==> src/rtl/toggle_event_rx.sv <==
`default_nettype none
// +----------------------------------------------------------------------------+
// | toggle_event_rx : decodes each flip of a toggle-encoded level into an      |
// | event, queues events as a pending count drained by valid/ready.            |
// | Rev 1.0                                                                    |
// +----------------------------------------------------------------------------+
module toggle_event_rx #(
  parameter int SYNC_STAGES = 2,
  parameter int CNT_WIDTH   = 4,
  parameter int TOTAL_WIDTH = 16
) (
  input  logic                   clk,
  input  logic                   clr,
  input  logic                   en,
  input  logic                   tgl_in,
  input  logic                   evt_ready,
  output logic                   evt_valid,
  output logic                   edge_pulse,
  output logic [CNT_WIDTH-1:0]   pending,
  output logic [TOTAL_WIDTH-1:0] total,
  output logic                   overflow
);

  localparam logic [CNT_WIDTH-1:0]   c_pend_max = '1;
  localparam logic [CNT_WIDTH-1:0]   c_pend_one = 1;
  localparam logic [TOTAL_WIDTH-1:0] c_tot_one  = 1;

  logic [SYNC_STAGES-1:0] r_sync;
  logic                   r_ref;
  logic                   r_edge_pulse;
  logic [CNT_WIDTH-1:0]   r_pending;
  logic [TOTAL_WIDTH-1:0] r_total;
  logic                   r_overflow;

  logic w_s_out;
  logic w_det;
  logic w_pop;

  assign w_s_out = r_sync[SYNC_STAGES-1];
  assign w_det   = w_s_out ^ r_ref;
  assign w_pop   = evt_valid & evt_ready;

  // Synchroniser chain and reference level; a change relative to the
  // reference is one event.
  always_ff @(posedge clk or negedge clr) begin
    if (!clr) begin
      r_sync       <= '0;
      r_ref        <= 1'b0;
      r_edge_pulse <= 1'b0;
    end else if (en) begin
      r_sync       <= {r_sync[SYNC_STAGES-2:0], tgl_in};
      r_edge_pulse <= w_det;
      if (w_det) begin
        r_ref <= w_s_out;
      end
    end
  end

  always_ff @(posedge clk or negedge clr) begin
    if (!clr) begin
      r_total <= '0;
    end else if (en && w_det) begin
      r_total <= r_total + c_tot_one;
    end
  end

  // Simultaneous arrival and consumption cancel; a full queue drops the
  // new event and latches overflow until reset.
  always_ff @(posedge clk or negedge clr) begin
    if (!clr) begin
      r_pending  <= '0;
      r_overflow <= 1'b0;
    end else if (en) begin
      if (w_det && !w_pop) begin
        if (r_pending == c_pend_max) begin
          r_overflow <= 1'b1;
        end else begin
          r_pending <= r_pending + c_pend_one;
        end
      end else if (!w_det && w_pop) begin
        r_pending <= r_pending - c_pend_one;
      end
    end
  end

  assign evt_valid  = (r_pending != '0);
  assign edge_pulse = r_edge_pulse & en;
  assign pending    = r_pending;
  assign total      = r_total;
  assign overflow   = r_overflow;

endmodule
`default_nettype wire

==> config.mk <==
export PLATFORM = sky130hd
export DESIGN_NAME = toggle_event_rx
export DESIGN_NICKNAME = d
export VERILOG_FILES = /design/src/rtl/toggle_event_rx.sv
export SDC_FILE = /design/constraint.sdc
export NUM_CORES = 1
export LEC_CHECK = 0
export ABC_CLOCK_PERIOD_IN_PS = 3000
export BUFFER_PORTS_ARGS = -buffer_cell sky130_fd_sc_hd__buf_2
export CAP_MARGIN = 15
export CORE_ASPECT_RATIO = 0.9
export CORE_MARGIN = 2
export CORE_UTILIZATION = 34
export DETAILED_ROUTE_END_ITERATION = 10
export PLACE_DENSITY_LB_ADDON = 0.3
export SYNTH_ARGS = -nofsm -noshare
export SYNTH_HDL_FRONTEND = slang
export SYNTH_SLANG_ARGS = --single-unit
==> constraint.sdc <==
create_clock -name clk -period 3 [get_ports clk]
set_input_delay 0.6 -clock clk [delete_from_list [all_inputs] [get_ports clk]]
set_output_delay 0.6 -clock clk [all_outputs]
set_load 0.01 [all_outputs]
==> impl_metrics.toml <==
[finish]
multi_input_area_um2 = 578
fin_area_um2 = 1450
area_delta_synth_final_pct = 16.6
ff_latch_area_um2 = 626
finalNetCount = 145
fin_util_pct = 42.3
fin_cells = 179
drive_gt1_share_pct = 30.4
diodes = 0
n_fill_cell = 345

[yosys]
netlist_top_cells_count = "dfrtp_1 (25), nand2_1 (13), xnor2_1 (13)"
synth_area_leaders = "dfrtp_1 (50%), xnor2_1 (9.2%), xor2_1 (4.2%)"
synth_edf_count = 0
yosysSeqAreaShare_pct = 50.3
synthFlopType = "dfrtp_1"
yosys_warnings = 0
synth_cells = 105
ys_seq_elements = 25
synth.largest_area_cell = "dfrtp_1"
async_flop_share_pct = 100
yosysMostFrequentCell = "dfrtp_1"
syn-cell-area_um2 = 1240
yosysTopAreaCellShare_pct = 50.3
syn_avg_cell_area_um2 = 11.8
yosysUniqueCellTypes = 29
syn_nets = 114

[clock_tree]
cts_setup_buffers = 0
hold_buffers = 0
clock_latency_ps = 270
cts.clk_slew.worst_paths_ps = 90
cts_tree = "yes"
cts_made_buffers = 3
clock_path_buffers = 2
ctsResizeCount = 0
cts_sinks = 25
clockRootBuffer = "clkbuf_8"
h-tree-depth = 1

[hold_path]
hold_class = "in2async"

[global_route]
grt_pass1_wl_um = 3820
track_usage_pct = 12.6
antenna_found_initial = 0
grt-ovfl-total = 0
grt_max_degree = 26
grt_pass1_vias = 841

[worst_setup_path]
crit_type = "reg2reg"
crit_path_end_kind = "flop"
cp.required_ps = 3200
start_kind = "flop"
arrival_ps = 2600
r2r_start = "pending[0]$_DFFE_PN0P_"
crit_start = "pending[0]$_DFFE_PN0P_"
path_max_fanout = 7

[drt]
wl_per_cell_um = 12.8
routed_wl_um = 2290
dr_total_vias = 882
drt_iter0_markers = 42
firstDrtPassIters = 4
detail-route-antenna-nets = 0
drc = 0
vias_per_cell = 4.93

[placed_design]
hpwl_um = 1730
placed_area_um2 = 1400
io_buffers = 27
dp.cells = 175
place_ws_ps = 615
place_congestion = 0.873

[power_and_ir_drop]
power.leakage_nw = 0.661
cellPowerDensity_nw_per_um2 = 770
p_total_mw = 1.12
irDropWorstVdd_mv = 0.414

[sta]
final-hold-violation-count = 0
hold_ws_ps = 301
grt_setup_unrepaired = "false"
tightest_slew_ps = 537
slew_violations = 0
setup_slack_ps = 599
slew_headroom_pct = 63.8
final.setup.tns_ps = 0
clock_skew_ps = 7.06
fin_crit_ps = 2400
setup_viol = 0
max_freq_mhz = 417
min_period_over_period_pct = 80.0

[floorplan]
core_area_um2 = 3430
io_pins = 28
rows = 20
die_x_um = 67.8
dieArea_um2 = 4160
die_h_um = 61.4
initial_core_util_pct = 36.3

[job]
cap_violations = 0

[status]
outcome = "completed"
-- report_power, final --
part / internal, mW / leakage (nW) / switching [mW]
logic: 0.188 / 0.326 / 0.201
registers: 0.418 / 0.313 / 0.108
clock network: 0.0942 / 0.0217 / 0.108
total: 0.700 / 0.661 / 0.417
-- cells by family after synthesis --
logic type	share of synthesized area, %
XOR/XNOR	14.7
AND/OR/NAND/NOR	17.8
AO/OA/AOI/OAI	6.64
buffers and inverters	3.22
flip-flops	50.3
multiplexers	2.72
adder cells (fa/ha/maj)	4.63
-- metal layers --
| metal | track usage [%] | vias to the layer above | wire (um) |
|---|---|---|---|
| met3 | 4.75 | 5 | 141 |
| met5 | 0 | - | 0 |
| met2 | 18.6 | 25 | 1030 |
| met4 | 4.96 | 0 | 27 |
| met1 | 16.9 | 424 | 1090 |
| li1 | - | 428 | - |
-- worst paths after layout --
kind / end / slack, ps / cells after the start
worst min register to register: total[15]$_DFFE_PN0P_ / 470 / 1
worst max-delay path: pending[3]$_DFFE_PN0P_ / 600 / 7
worst max register to register: pending[3]$_DFFE_PN0P_ / 600 / 7
min in group clk: total[15]$_DFFE_PN0P_ / 470 / 1
worst min-delay path: total[5]$_DFFE_PN0P_ / 300 / 1
max in group asynchronous: pending[2]$_DFFE_PN0P_ / 2330 / 1
-- critical path, cell delays in order, from the launching register on --
cell and delay [ps]:
dfrtp_1 480, o41ai_1 600, nand2_1 230, ha_1 380, a21oi_1 190, a21oi_1 90
a22oi_1 230, xnor2_1 140
-- layout by cell type, fill, tap and decap left out, types with 4 or more instances in the layout --
cell and instances:
xnor2_1 13, xor2_1 6, nand4_1 4, buf_2 27, nand3_1 7, nand2_1 13, nor2_1 5, dfrtp_1 25
-- final cells by class --
cell class              instances  share of cell area, %
inverters                       2                  0.518
clock buffers                   3                   2.85
multi-input cells              77                   39.9
flip-flops and latches         25                   43.1
well taps                      44                   3.80
repair buffers                 27                   9.32
clock inverters                 1                  0.518
-- flip-flops by register name, indices dropped and copies added (netlist names) --
| signal | count |
|---|---|
| r_edge_pulse | 1 |
| total | 16 |
| pending | 4 |
| r_ref | 1 |
| overflow | 1 |
| r_sync | 2 |
(Power assumes the default switching activity.)
